<file path="src/rtl/audio_dac_serializer_pkg.sv">
// Shared definitions for the I2S DAC serializer: default sample width, FSM
// encodings, the stereo pair type and the FIFO level-width helper.
package audio_dac_pkg;

  localparam int AUD_DATA_WIDTH = 16;

  typedef enum logic [1:0] {
    SYNC_WAIT = 2'd0,
    LEFT      = 2'd1,
    RIGHT     = 2'd2
  } dac_state_e;

  localparam logic [1:0] ST_SYNC_WAIT = SYNC_WAIT;
  localparam logic [1:0] ST_LEFT      = LEFT;
  localparam logic [1:0] ST_RIGHT     = RIGHT;

  typedef struct packed {
    logic [AUD_DATA_WIDTH-1:0] left;
    logic [AUD_DATA_WIDTH-1:0] right;
  } audio_pair_t;

  function automatic int level_width(input int depth);
    return $clog2(depth + 1);
  endfunction

endpackage

</file>
<file path="src/rtl/audio_dac_serializer_if.sv">
// Sample-pair push handshake between the playback FSM (master) and the
// DAC serializer (slave).
interface audio_dac_serializer_if #(
  parameter int DATA_WIDTH = 16
);
  logic [DATA_WIDTH-1:0] left_channel_audio_out;
  logic [DATA_WIDTH-1:0] right_channel_audio_out;
  logic                  write_audio_out;
  logic                  clear_audio_out_memory;
  logic                  audio_out_allowed;

  modport master (
    output left_channel_audio_out,
    output right_channel_audio_out,
    output write_audio_out,
    output clear_audio_out_memory,
    input  audio_out_allowed
  );

  modport slave (
    input  left_channel_audio_out,
    input  right_channel_audio_out,
    input  write_audio_out,
    input  clear_audio_out_memory,
    output audio_out_allowed
  );
endinterface

</file>
<file path="src/rtl/audio_dac_serializer_fifo.sv">
// Synchronous stereo-pair FIFO with push, pop, flush and an occupancy count;
// a push arriving together with a flush is dropped.
module audio_pair_fifo
  import audio_dac_pkg::*;
#(
  parameter  int WIDTH = 2 * AUD_DATA_WIDTH,
  parameter  int DEPTH = 8,
  localparam int LW    = level_width(DEPTH)
) (
  input  logic             clk,
  input  logic             rst,
  input  logic             push_i,
  input  logic             pop_i,
  input  logic             clear_i,
  input  logic [WIDTH-1:0] wr_data_i,
  output logic [WIDTH-1:0] rd_data_o,
  output logic             full_o,
  output logic             empty_o,
  output logic [LW-1:0]    level_o
);

  localparam int AW = $clog2(DEPTH);

  logic [WIDTH-1:0] mem_q [DEPTH];
  logic [AW-1:0]    wr_ptr_q, wr_ptr_d;
  logic [AW-1:0]    rd_ptr_q, rd_ptr_d;
  logic [LW-1:0]    level_q, level_d;
  logic             push_ok, pop_ok;

  assign full_o    = (level_q == LW'(DEPTH));
  assign empty_o   = (level_q == '0);
  assign push_ok   = push_i && !full_o && !clear_i;
  assign pop_ok    = pop_i && !empty_o;
  assign rd_data_o = mem_q[rd_ptr_q];
  assign level_o   = level_q;

  always_comb begin
    wr_ptr_d = wr_ptr_q;
    rd_ptr_d = rd_ptr_q;
    level_d  = level_q;
    if (clear_i) begin
      wr_ptr_d = '0;
      rd_ptr_d = '0;
      level_d  = '0;
    end else begin
      if (push_ok) wr_ptr_d = wr_ptr_q + AW'(1);
      if (pop_ok)  rd_ptr_d = rd_ptr_q + AW'(1);
      case ({push_ok, pop_ok})
        2'b10:   level_d = level_q + LW'(1);
        2'b01:   level_d = level_q - LW'(1);
        default: level_d = level_q;
      endcase
    end
  end

  always_ff @(posedge clk or negedge rst) begin
    if (!rst) begin
      wr_ptr_q <= '0;
      rd_ptr_q <= '0;
      level_q  <= '0;
    end else begin
      wr_ptr_q <= wr_ptr_d;
      rd_ptr_q <= rd_ptr_d;
      level_q  <= level_d;
    end
  end

  // Storage needs no reset: the level count gates every read that matters.
  always_ff @(posedge clk) begin
    if (push_ok) mem_q[wr_ptr_q] <= wr_data_i;
  end

endmodule

</file>
<file path="src/rtl/audio_dac_serializer.sv">
// I2S DAC serializer: buffers {left,right} pairs and shifts them MSB-first onto
// AUD_DACDAT on codec BCLK falls. Define AUDIO_DAC_HOLD_LAST_EN to replay the last pair on underrun.
//
// state     | meaning
// SYNC_WAIT | output held 0 until the first left-frame start (LRCK 1->0)
// LEFT      | shifting the left word of the popped pair
// RIGHT     | shifting the right word held from the same pair
module audio_dac_serializer
  import audio_dac_pkg::*;
#(
  parameter  int DATA_WIDTH = AUD_DATA_WIDTH,
  parameter  int FIFO_DEPTH = 8,
  localparam int LW         = level_width(FIFO_DEPTH)
) (
  input  logic                         clk,
  input  logic                         rst,
  audio_dac_serializer_if.slave        aud_if,
  input  logic                         AUD_BCLK,
  input  logic                         AUD_DACLRCK,
  output logic                         AUD_DACDAT,
  output logic [LW-1:0]                fifo_level
);

  localparam int CW = $clog2(DATA_WIDTH + 1);
  localparam int PW = 2 * DATA_WIDTH;

  logic                  bclk_meta_q, bclk_sync_q, bclk_prev_q;
  logic                  lrck_meta_q, lrck_sync_q, lrck_prev_q;
  logic                  bclk_fall, lr_fall, lr_rise;
  logic [1:0]            state_q, state_d;
  logic [DATA_WIDTH-1:0] shift_q, shift_d;
  logic [DATA_WIDTH-1:0] right_hold_q, right_hold_d;
  logic [CW-1:0]         bit_cnt_q, bit_cnt_d;
  logic                  dacdat_q, dacdat_d;
  logic                  pop, fifo_full, fifo_empty;
  logic [PW-1:0]         fifo_rd_data, next_pair;
  logic [LW-1:0]         level;

  audio_pair_fifo #(
    .WIDTH (PW),
    .DEPTH (FIFO_DEPTH)
  ) u_fifo (
    .clk       (clk),
    .rst       (rst),
    .push_i    (aud_if.write_audio_out),
    .pop_i     (pop),
    .clear_i   (aud_if.clear_audio_out_memory),
    .wr_data_i ({aud_if.left_channel_audio_out, aud_if.right_channel_audio_out}),
    .rd_data_o (fifo_rd_data),
    .full_o    (fifo_full),
    .empty_o   (fifo_empty),
    .level_o   (level)
  );

  assign aud_if.audio_out_allowed = ~fifo_full;
  assign fifo_level               = level;
  assign AUD_DACDAT               = dacdat_q;

  // Codec clocks are asynchronous to clk; LRCK is only interpreted at BCLK falls.
  always_ff @(posedge clk or negedge rst) begin
    if (!rst) begin
      bclk_meta_q <= 1'b0;
      bclk_sync_q <= 1'b0;
      bclk_prev_q <= 1'b0;
      lrck_meta_q <= 1'b0;
      lrck_sync_q <= 1'b0;
      lrck_prev_q <= 1'b0;
    end else begin
      bclk_meta_q <= AUD_BCLK;
      bclk_sync_q <= bclk_meta_q;
      bclk_prev_q <= bclk_sync_q;
      lrck_meta_q <= AUD_DACLRCK;
      lrck_sync_q <= lrck_meta_q;
      if (bclk_fall) lrck_prev_q <= lrck_sync_q;
    end
  end

  assign bclk_fall = bclk_prev_q & ~bclk_sync_q;
  assign lr_fall   = bclk_fall & lrck_prev_q & ~lrck_sync_q;
  assign lr_rise   = bclk_fall & ~lrck_prev_q & lrck_sync_q;

`ifdef AUDIO_DAC_HOLD_LAST_EN
  logic [PW-1:0] last_pair_q;

  always_ff @(posedge clk or negedge rst) begin
    if (!rst) begin
      last_pair_q <= '0;
    end else if (aud_if.clear_audio_out_memory) begin
      last_pair_q <= '0;
    end else if (pop && !fifo_empty) begin
      last_pair_q <= fifo_rd_data;
    end
  end

  assign next_pair = fifo_empty ? last_pair_q : fifo_rd_data;
`else
  assign next_pair = fifo_empty ? '0 : fifo_rd_data;
`endif

  // The fall that detects an LRCK edge emits the I2S delay bit (0) and loads the word.
  always_comb begin
    state_d      = state_q;
    shift_d      = shift_q;
    right_hold_d = right_hold_q;
    bit_cnt_d    = bit_cnt_q;
    dacdat_d     = dacdat_q;
    pop          = 1'b0;
    if (bclk_fall) begin
      dacdat_d = 1'b0;
      case (state_q)
        ST_SYNC_WAIT: begin
          if (lr_fall) begin
            pop          = 1'b1;
            shift_d      = next_pair[PW-1 -: DATA_WIDTH];
            right_hold_d = next_pair[DATA_WIDTH-1:0];
            bit_cnt_d    = CW'(DATA_WIDTH);
            state_d      = ST_LEFT;
          end
        end
        ST_LEFT, ST_RIGHT: begin
          if (lr_fall) begin
            pop          = 1'b1;
            shift_d      = next_pair[PW-1 -: DATA_WIDTH];
            right_hold_d = next_pair[DATA_WIDTH-1:0];
            bit_cnt_d    = CW'(DATA_WIDTH);
            state_d      = ST_LEFT;
          end else if (lr_rise) begin
            shift_d   = right_hold_q;
            bit_cnt_d = CW'(DATA_WIDTH);
            state_d   = ST_RIGHT;
          end else if (bit_cnt_q != '0) begin
            dacdat_d  = shift_q[DATA_WIDTH-1];
            shift_d   = shift_q << 1;
            bit_cnt_d = bit_cnt_q - CW'(1);
          end
        end
        default: state_d = ST_SYNC_WAIT;
      endcase
    end
  end

  always_ff @(posedge clk or negedge rst) begin
    if (!rst) begin
      state_q      <= ST_SYNC_WAIT;
      shift_q      <= '0;
      right_hold_q <= '0;
      bit_cnt_q    <= '0;
      dacdat_q     <= 1'b0;
    end else begin
      state_q      <= state_d;
      shift_q      <= shift_d;
      right_hold_q <= right_hold_d;
      bit_cnt_q    <= bit_cnt_d;
      dacdat_q     <= dacdat_d;
    end
  end

endmodule

</file>
<file path="src/flat_wrapper.sv">
// flat-port wrapper written by rule: the top's interface ports become plain ports
module audio_dac_serializer_flat import audio_dac_pkg::*;
#(
  parameter  int DATA_WIDTH = AUD_DATA_WIDTH,
  parameter  int FIFO_DEPTH = 8,
  localparam int LW         = level_width(FIFO_DEPTH)
)
  (clk, rst, AUD_BCLK, AUD_DACLRCK, AUD_DACDAT, fifo_level, aud_if_left_channel_audio_out, aud_if_right_channel_audio_out, aud_if_write_audio_out, aud_if_clear_audio_out_memory, aud_if_audio_out_allowed);
  audio_dac_serializer_if #(.DATA_WIDTH(DATA_WIDTH)) aud_if_i ();
  input  logic clk;
  input  logic rst;
  input  logic AUD_BCLK;
  input  logic AUD_DACLRCK;
  output logic AUD_DACDAT;
  output logic [LW-1:0] fifo_level;
  input wire logic [$bits(aud_if_i.left_channel_audio_out)-1:0] aud_if_left_channel_audio_out;
  input wire logic [$bits(aud_if_i.right_channel_audio_out)-1:0] aud_if_right_channel_audio_out;
  input wire logic [$bits(aud_if_i.write_audio_out)-1:0] aud_if_write_audio_out;
  input wire logic [$bits(aud_if_i.clear_audio_out_memory)-1:0] aud_if_clear_audio_out_memory;
  output wire logic [$bits(aud_if_i.audio_out_allowed)-1:0] aud_if_audio_out_allowed;
  assign aud_if_i.left_channel_audio_out = aud_if_left_channel_audio_out;
  assign aud_if_i.right_channel_audio_out = aud_if_right_channel_audio_out;
  assign aud_if_i.write_audio_out = aud_if_write_audio_out;
  assign aud_if_i.clear_audio_out_memory = aud_if_clear_audio_out_memory;
  assign aud_if_audio_out_allowed = aud_if_i.audio_out_allowed;
  audio_dac_serializer #(.DATA_WIDTH(DATA_WIDTH), .FIFO_DEPTH(FIFO_DEPTH)) u_core (.clk(clk), .rst(rst), .aud_if(aud_if_i), .AUD_BCLK(AUD_BCLK), .AUD_DACLRCK(AUD_DACLRCK), .AUD_DACDAT(AUD_DACDAT), .fifo_level(fifo_level));
endmodule
</file>
<file path="config.mk">
export PLATFORM = sky130hd
export DESIGN_NAME = audio_dac_serializer_flat
export DESIGN_NICKNAME = d
export VERILOG_FILES = /design/src/rtl/audio_dac_serializer_pkg.sv /design/src/rtl/audio_dac_serializer_if.sv /design/src/rtl/audio_dac_serializer_fifo.sv /design/src/rtl/audio_dac_serializer.sv /design/src/flat_wrapper.sv
export SDC_FILE = /design/constraint.sdc
export NUM_CORES = 1
export LEC_CHECK = 0
export ABC_AREA = 0
export CAP_MARGIN = 20
export CORE_MARGIN = 3
export CORE_UTILIZATION = 55
export CTS_BUF_LIST = sky130_fd_sc_hd__clkbuf_4 sky130_fd_sc_hd__clkbuf_8 sky130_fd_sc_hd__clkbuf_16
export DETAILED_ROUTE_END_ITERATION = 7
export GPL_TIMING_DRIVEN = 0
export PLACE_DENSITY = 0.73
export SLEW_MARGIN = 25
export SYNTH_ARGS = -nofsm -noshare
export SYNTH_HDL_FRONTEND = slang
export SYNTH_SLANG_ARGS = --single-unit
</file>
<file path="constraint.sdc">
create_clock -name clk -period 4.6 [get_ports clk]
set_input_delay 0.92 -clock clk [delete_from_list [all_inputs] [get_ports clk]]
set_output_delay 0.92 -clock clk [all_outputs]
set_load 0.02 [all_outputs]
</file>
After elaboration in Yosys (flattened, before gate mapping)
Memories as Yosys holds them, arrays and structs flattened.
Index checks and enable logic that the tools add are counted.

cells by class
  add/subtract/negate cells = 5
  eq/ne operators = 8
  mux-type cells = 30
  bitwise logic cells = 9
  reductions and logical operators = 18

operators with widths
  cell                                                    number
  two-way mux 16 bit                                      4
  two-way mux 32 bit                                      1
  one-hot mux 16 bit (2 select lines)                     1
  two-way mux 5 bit                                       4
  two-way mux 3 bit                                       4
  one-hot mux 5 bit (2 select lines)                      1
  two-way mux 1 bit                                       9
  one-hot mux 4 bit (2 select lines)                      1
  adder 3 x 1 -> 3 bit (second input constant)            2
  two-way mux 2 bit                                       3
  AND reduction 3 bit                                     2
  nonzero test 2 bit                                      3
  bitwise AND 1 bit                                       5
  nonzero test 5 bit                                      1
  subtractor 5 x 1 -> 5 bit (second input constant)       1
  adder 4 x 1 -> 4 bit (second input constant)            1
  == test 2 x 1 -> 1 bit (second input constant)          2
  == test 2 bit (second input constant)                   2
  == test 4 bit (second input constant)                   1
  logical NOT 4 bit                                       1
  two-way mux 4 bit                                       1
  inequality test 4 x 1 -> 1 bit (second input constant)  1
  inverter 1 bit                                          4
  one-hot mux 2 bit (2 select lines)                      1
  10 further kinds                                        14

word-level totals
  bits in registers = 56
  RAM bits = 256
  output and inout port bits = 6
  memories kept = 1

memory list
  memory               words  width  read ports  clocked after Yosys merged registers in  wr ports  RTL line                         source
  u_core.u_fifo.mem_q  8      32     1           0                                        1         audio_dac_serializer_fifo.sv:24  logic [WIDTH-1:0] mem_q [DEPTH];

Depth between registers and ports, before layout
Gate-level depths: netlist of the first run.

  depth after elaboration = 11
  depth in mapped cells = 12
  depth with buffers taken out = 10

Hierarchy
Synthesis of the first run repeated with hierarchy kept, for this count alone.

second synthesis, totals
  cell total of the unflattened synthesis = 674
  area total of the unflattened synthesis = 12922.4 µm²

by module, submodules not included
  module                times used  cells an instance  area each (µm²)
  audio_pair_fifo       1           448                10413.7
  audio_dac_serializer  1           226                2508.7

Least setup slack after synthesis of the first run
No wires, ideal clock.

  kind = register to register
  start point = register u_core.u_fifo.level_q[1], in the netlist u_core.u_fifo.level_o[1]
  end point = memory u_core.u_fifo.mem_q[0][0] (netlist bit), enable pin
  arrival = 4841 ps
  data required time = 4087 ps
  path slack = -754 ps
  stages on the path, launching flop included = 6
  path buffers = 1
  cell sequence = dfrtp_1 -> or4b_1 -> clkbuf_1 -> nand2_4 -> nor2_1 -> nor4b_1

on the way
  word-level cells in the longest chain between the ends = 6

ends and longest elaborated chain
  item                                     RTL line                         source
  start: declaration                       audio_dac_serializer_fifo.sv:27  logic [LW-1:0] level_q, level_d;
  start signal: assignment                 audio_dac_serializer_fifo.sv:64  level_q <= level_d;
  == test 4 bit                            audio_dac_serializer_fifo.sv:30  assign full_o = (level_q == LW'(DEPTH));
  logical NOT 1 bit                        audio_dac_serializer_fifo.sv:32  assign push_ok = push_i && !full_o && !clear_i;
  logical AND 1 bit (2 in a row)           audio_dac_serializer_fifo.sv:32
  two-way mux 1 bit                        audio_dac_serializer_fifo.sv:70  if (push_ok) mem_q[wr_ptr_q] <= wr_data_i;
  two-way mux 1 bit (not written as such)  audio_dac_serializer_fifo.sv:70
  end: declaration                         audio_dac_serializer_fifo.sv:24

No other way between the ends.

Worst setup path after layout of the first run
  start point = register u_core.u_fifo.level_q[1], in the netlist u_core.u_fifo.level_o[1]
  end point = output aud_if_audio_out_allowed

on the way
  word-level cells in the longest chain between the ends = 2

ends and longest elaborated chain
  item              RTL line                         source
  == test 4 bit     audio_dac_serializer_fifo.sv:30
  inverter 1 bit    audio_dac_serializer.sv:55       assign aud_if.audio_out_allowed = ~fifo_full;
  end: declaration  flat_wrapper.sv:20               output wire logic [$bits(aud_if_i.audio_out_allowed)-1:0] aud_if_audio_out_allowed;

No other way between the ends.

==> results of run 1 <==
[per-layer routing]
metal	vias up	global-route usage	part of all wire
met1	3306	0.306	0.42
met3	34	0.0402	0.057
met5	-	0	0
li1	2765	-	-
met4	0	0.0530	0.015
met2	219	0.356	0.50
[synth_stat cells, types with 2 or more instances]
master and number:
a21o_1 2, ha_1 8, edfxtp_1 256, xor2_1 7, o21ai_0 20, buf_6 6
mux4_2 64, a21oi_1 2, nor4b_1 2, xnor2_1 3, buf_4 3, nor4_1 4
nor2_1 20, o22ai_1 17, nor3_1 2, nand3_1 4, nand2_1 27, clkbuf_1 9
nor2_4 3, dfrtp_1 56, nand2b_1 7, mux2i_1 51, mux2_2 17, inv_1 7
buf_2 10
[cell usage in the layout, fill, tap and decap left out, drive strengths merged, types with 2 or more instances in the layout]
| cell | instances |
|---|---|
| o22ai | 17 |
| clkbuf | 51 |
| a21o | 2 |
| xnor2 | 4 |
| mux2 | 17 |
| nand2 | 28 |
| nand3 | 4 |
| xor2 | 7 |
| dfrtp | 56 |
| mux2i | 51 |
| nor4b | 2 |
| edfxtp | 256 |
| clkinv | 10 |
| mux4 | 64 |
| ha | 8 |
| inv | 8 |
| o21ai | 21 |
| buf | 58 |
| nor4 | 4 |
| nand2b | 8 |
| nor2 | 23 |
| clkdlybuf4s50 | 42 |
| bufinv | 7 |
| nor3 | 2 |
| a21oi | 3 |
[stage by stage]
| step | cell area [um2] | TNS, ps | util | cells |
|---|---|---|---|---|
| finish | 14700 | 0 | 0.671 | 1047 |
| global route | 14700 | 0 | 0.671 | 1047 |
| CTS | 14700 | 0 | 0.671 | 1047 |
| detailed placement | 13500 | 0 | 0.616 | 987 |
| global placement | 13200 | -602740 | 0.600 | 950 |
| floorplan | 12400 | -22120 | - | 627 |
[worst min path at each step]
stage	slack [ps]	from	cells past startpoint	end
floorplan	330	u_core.bclk_meta_q$_DFF_PN0_	0	u_core.bclk_sync_q$_DFF_PN0_
global placement	340	u_core.bclk_meta_q$_DFF_PN0_	0	u_core.bclk_sync_q$_DFF_PN0_
detailed placement	340	u_core.bclk_meta_q$_DFF_PN0_	0	u_core.bclk_sync_q$_DFF_PN0_
CTS	350	u_core.lrck_meta_q$_DFF_PN0_	0	u_core.lrck_sync_q$_DFF_PN0_
global route	370	u_core.bclk_meta_q$_DFF_PN0_	0	u_core.bclk_sync_q$_DFF_PN0_
finish	350	u_core.lrck_meta_q$_DFF_PN0_	0	u_core.lrck_sync_q$_DFF_PN0_
[layout make-up]
type | count | area [um2] | share of cell area
clock inverters | 19 | 275 | 0.0187
plain buffers | 30 | 183 | 0.0124
inverters | 7 | 26.3 | 0.00178
clock buffers | 41 | 927 | 0.0629
well taps | 280 | 350 | 0.0238
repair buffers | 80 | 737 | 0.0500
multi-input cells | 278 | 3150 | 0.214
flip-flops and latches | 312 | 9090 | 0.617
[report_power, final]
group	leakage, uW	switching (uW)	internal, uW
clock network	0.000595	1050	1830
logic	0.00137	336	304
registers	0.00305	104	3220
total	0.00502	1490	5360
[logic make-up after synthesis]
logic type,count (synthesis),share of synthesized area
flip-flops,312,0.734
AO/OA/AOI/OAI,50,0.0260
multiplexers,132,0.173
XOR/XNOR,11,0.00930
adder cells (fa/ha/maj),8,0.00808
AND/OR/NAND/NOR,77,0.0328
buffers and inverters,37,0.0169
[sequential cells by signal, summed over array words and instances, names as in the netlist, 2 cells and up]
signal	cells
u_core.u_fifo.level_o	4
u_core.u_fifo.wr_ptr_q	3
u_core.shift_q	16
u_core.right_hold_q	16
u_core.u_fifo.mem_q	256
u_core.u_fifo.rd_ptr_q	3
u_core.bit_cnt_q	5
u_core.state_q	2
[critical path, delay by kind of cell (launching register included)]
| family | cells | cell delay (ps) |
|---|---|---|
| buf+inv | 2 | 780 |
| flops | 1 | 470 |
| simple gates | 1 | 540 |
==> summary.txt, run 1 <==
Run status
  – Outcome: completed

Timing
  – Layout Skew: around 28 ps
  – Tmin final: 3200 ps
  – Final Cycle Share: 0.696
  – FMAX: 313 MHz
  – RSZ-0062 raised after global routing: false
  – Worst hold margin: 349 ps
  – Slew headroom: 0.433
  – Slew @ Worst Pin: 850 ps
  – Final Max Slew Viols: 0
  – Final worst slack: 1400 ps
  – Final hold violations: 0
  – Final Setup Violations: 0

Setup path
  – CP startpoint kind: flip-flop
  – Worst setup path end: aud_if_audio_out_allowed
  – Critical Path RT: 3680 ps
  – CP max-delay cell: clkdlybuf4s50_1
  – Worst-path cell chain: or4b_1, clkbuf_1, clkdlybuf4s50_1
  – Critical path fanouts, max: 8
  – R2R Setup Slk: roughly 1600 ps
  – Crit path kind: reg2out
  – Reg-to-reg endpoint: u_core.u_fifo.mem_q[1][7]$_DFFE_PP_
  – Data arrival time of the worst path: roughly 2300 ps
  – Worst R2R Start: u_core.u_fifo.level_o[0]$_DFFE_PN0P_
  – CP endpoint kind: output port
  – Worst path max stage delay: 580 ps
  – Crit. Startpoint: u_core.u_fifo.level_o[1]$_DFFE_PN0P_
  – Worst Reg-to-Reg Cells: 8

Yosys
  – Syn nets: 673
  – Yosys warning count: 0
  – Dominant synthesized flop cell: edfxtp_1
  – Count of cell types in the netlist: 45
  – Register area share after synthesis: 0.734
  – Area contributors post-synth: edfxtp_1, mux4_2, dfrtp_1, mux2i_1, mux2_2
  – Cell Area, Synth: 12400 um2
  – Top-area cell type share of the netlist area: 0.621
  – Syn_area_per_cell: 19.8 um2
  – Async set-or-reset flop fraction in the synthesized netlist: 0.179
  – Yosys reg bits: 312
  – EDFF count, synth: 256
  – Area leader, netlist: edfxtp_1
  – Cells after synthesis: between 600 and 700

Clock tree
  – H-tree lvl count: 2
  – Num CTS Buffers: 34
  – CTS hold repair buffers: 0
  – Num Clock Sinks: ~310
  – Post-CTS Resized: 0
  – CTS tree: done
  – Clock latency on the worst-skew pair: 510 ps
  – Max clock buf depth: 3
  – Reg clk slew, reported paths: roughly 60 ps
  – Postcts setup bufs: 0
  – CTS root buffer: clkbuf_16

Die
  – Std cell rows: 54
  – Initial core utilization: 0.564
  – I/O pin total: between 40 and 50
  – Die area: 24400 um2
  – Die span in y: roughly 160 um
  – Core area: approximately 22000 um2
  – Die X: about 160 um

GRT
  – Overall Global Routing Usage: 0.216
  – Overflow after GRT: 0
  – First-pass GRT wire length: 39500 um
  – Vias in the first global route: 6661
  – Largest net degree at the start of global routing: 57
  – Initial antenna violation count: 0

Routing
  – Detailed Routing Iterations Pass 1: 5
  – Post-DRT Antenna Nets: 0
  – Vias: 6324
  – Vias per cell: just over 6
  – Routed WL per cell: 24.3 um
  – Initial DRC Count: 534
  – Post-Route WL: roughly 25000 um
  – Post-route DRC: 0

Placement
  – Dpl ws: a little over 1000 ps
  – Port Buf Inserts: 43
  – Final Wtd Congestion: 0.805
  – Final HPWL DP: 16600 um

Pwr
  – Leakage Power: 0.00502 uW
  – VDD IR-drop max: 0.271 mV
  – Overall power: 6850 uW
  – Pwr dens: 465 nW/um2

Layout
  – Area Growth Syn to Fin: 19.0%
  – Final nets: between 700 and 800
  – Layout cell share with drive strength beyond 1: 0.279
  – Fill cells: 1371
  – # diodes: 0

Worst hold path
  – Worst Hold Class: reg2reg

Run
  – Max-cap violation count: 0
Power figures use the tool's default switching activity.
==> inputs of run 2 (changes only) <==
==> constraint.sdc (replaced) <==
create_clock -name clk -period 2.6 [get_ports clk]
set_input_delay 0.52 -clock clk [delete_from_list [all_inputs] [get_ports clk]]
set_output_delay 0.52 -clock clk [all_outputs]
set_load 0.02 [all_outputs]
==> run 2 against run 1 <==
Against the previous run:
- sequential share of layout area grew 0.12 points
- combinational power grew 82%
- highest routed layer unchanged
- register-to-register slack lost 1500 ps
- sequential power grew 77%
- first-iteration DRC count shrank 3.7%
- cell count shrank 1.2%
- utilization shrank 0.091 points
- clock-buffer cell count grew 10
- non-clock buffer count shrank 10
- setup slack lost 1300 ps
- die area is the same
- critical path depth grew 8
==> summary.txt, run 2 (synthesis results as in run 1) <==
Clock tree
  – CTS tree: done
  – Max clock buf depth: 3 (unchanged)
  – Clock latency on the worst-skew pair: 540 ps (+30 ps)
  – Num Clock Sinks: 312 (unchanged)
  – H-tree lvl count: 1 (-1)
  – Reg clk slew, reported paths: 70 ps (about the same)
  – Num CTS Buffers: 31 (-8.8%)
  – CTS root buffer: clkbuf_16

Timing
  – Fin Setup TNS: 0 ps (unchanged)
  – Final Max Slew Viols: 0 (unchanged)
  – FMAX: 402 MHz
  – Final hold violations: 0 (unchanged)
  – RSZ-0062 raised after global routing: false
  – Slew headroom: 0.447 (+0.0137)
  – Tmin final: roughly 2500 ps
  – Final Setup Violations: 0 (unchanged)
  – Slew @ Worst Pin: 829 ps (-20.6 ps)
  – Final Cycle Share: 0.956
  – Layout Skew: 11.8 ps (-15.8 ps)

Die
  – I/O pin total: 44 (unchanged)
  – Std cell rows: 54 (unchanged)
  – Die X: 156 um (unchanged)
  – Die area: 24400 um2 (unchanged)
  – Initial core utilization: 0.564 (unchanged)
  – Die span in y: 156 um (unchanged)
  – Core area: 22000 um2 (unchanged)

Routing
  – Routed WL per cell: 24.6 um (+1.2%)
  – Initial DRC Count: 514 (-3.7%)
  – Post-DRT Antenna Nets: 0 (unchanged)
  – Vias: 6280 (-0.70%)
  – Post-route DRC: 0 (unchanged)
  – Vias per cell: 6.07 (+0.55%)
  – Post-Route WL: 25400 um (about the same)
  – Detailed Routing Iterations Pass 1: 5 (unchanged)

Setup path
  – Critical Path RT: 3040 ps (-640 ps)
  – WP buf/inv: 3 (+1)
  – Worst-path cell chain: nand2b_4, buf_6, or4_4, buf_6, buf_6, nor2_4, ha_4, o22ai_2, and4b_1, o21ai_0, o31ai_1
  – Crit path kind: reg2reg
  – CP max-delay cell: or4_4
  – Worst path most repeated cell: buf_6
  – Critical path fanouts, max: 10 (+2)
  – CP startpoint kind: flip-flop
  – CP endpoint kind: flip-flop
  – Worst path max stage delay: 480 ps (-100 ps)
  – CP delay by family, top: simple AND/OR/NAND/NOR gates
  – Data arrival time of the worst path: 2930 ps (+650 ps)

Pwr
  – VDD IR-drop max: 0.495 mV (+82%)
  – Overall power: 11500 uW (+68%)
  – Leakage Power: 0.00492 uW (-1.9%)
  – Pwr dens: 782 nW/um2 (+68%)

Layout
  – Area Growth Syn to Fin: 18.8%
  – Final instance area: 14700 um2 (-0.14%)
  – Most common cell after layout, fill and taps aside: edfxtp_1
  – Commonest cells after routing, fill and taps aside: edfxtp_1, mux4_2, dfrtp_1
  – Top flop regs: u_core.u_fifo.mem_q x256, u_core.right_hold_q x16, u_core.shift_q x16
  – Layout cell share with drive strength beyond 1: 0.288 (+0.00879)
  – Most flops, register: u_core.u_fifo.mem_q
  – Fill cells: 1355 (-1.2%)
  – Largest register FFs: 256 (unchanged)
  – # diodes: 0 (unchanged)
  – Final nets: 776 (-1.6%)

Run
  – Max-cap violation count: 0 (unchanged)

GRT
  – Initial antenna violation count: 0 (unchanged)
  – Overflow after GRT: 0 (unchanged)
  – First-pass GRT wire length: 39400 um (-0.35%)
  – Largest net degree at the start of global routing: 57 (unchanged)
  – Top Usage Layer GRT: met2
  – Met2 Usage GRT: 0.350 (-0.00557)
  – GR Util met3: 0.0363 (-0.00388)
  – Overall Global Routing Usage: 0.214 (-0.00272)
  – Met1 Resource Use GR: 0.300 (-0.00653)
  – Vias in the first global route: 6707 (+0.69%)

Placement
  – Final Wtd Congestion: 0.792 (-1.6%)
  – Final HPWL DP: 16100 um (-3.2%)
  – Post-Place Cell Area: 13600 um2 (+0.27%)
  – Port Buf Inserts: 43 (unchanged)

Run status
  – Outcome: completed

Worst hold path
  – Worst Hold Class: in2async
run 2: what timing repair did:
item                                    4_1_cts  5_1_grt
pin swaps                                     0        5
hold buffers                                  0        0
setup buffers                                 0        4
endpoints found under the setup margin        2       61
resized for setup                             2        7
run 2: worst paths after layout:
kind	start	to	slack [ps]	cells after the start
worst max-delay path	u_core.bclk_sync_q$_DFF_PN0_	u_core.u_fifo.level_o[3]$_DFFE_PN0P_	110	11
worst min-delay path	rst	u_core.shift_q[15]$_DFFE_PN0P_	30	1
worst max register to register	u_core.bclk_sync_q$_DFF_PN0_	u_core.u_fifo.level_o[3]$_DFFE_PN0P_	110	11
worst min register to register	u_core.lrck_meta_q$_DFF_PN0_	u_core.lrck_sync_q$_DFF_PN0_	350	0
max in group asynchronous	rst	u_core.u_fifo.level_o[2]$_DFFE_PN0P_	2070	1
min in group clk	u_core.lrck_meta_q$_DFF_PN0_	u_core.lrck_sync_q$_DFF_PN0_	350	0
run 2: metal layers:
layer	up-vias	routed length, um
li1	2732	-
met1	3308	10700
met2	199	12800
met3	41	1270
met4	0	635
met5	-	0
run 2: cell type report:
cell class              instances  area [um2]  share of cell area
flip-flops and latches        312        9090               0.618
well taps                     280         350              0.0238
repair buffers                 70         759              0.0516
multi-input cells             278        3240               0.220
plain buffers                  30         193              0.0131
clock inverters                 6        68.8             0.00468
clock buffers                  51         982              0.0667
inverters                       7        26.3             0.00179
run 2: report_power, final:
| part | leakage, uW | internal [uW] | switching, uW |
|---|---|---|---|
| Clock | 0.000530 | 2670 | 1790 |
| Combinational | 0.00135 | 548 | 607 |
| Sequential | 0.00304 | 5710 | 191 |
run 2: through the flow:
step | std cells | hold WS [ps] | utilization | worst slack [ps]
2_1_floorplan | 627 | 224 | - | 31.8
3_3_place_gp | 950 | 345 | 0.605 | -1580
3_5_place_dp | 973 | 338 | 0.618 | -421
4_1_cts | 1030 | 39.0 | 0.666 | 12.0
5_1_grt | 1034 | 74.2 | 0.670 | 9.63
6_report | 1034 | 29.0 | 0.670 | 114
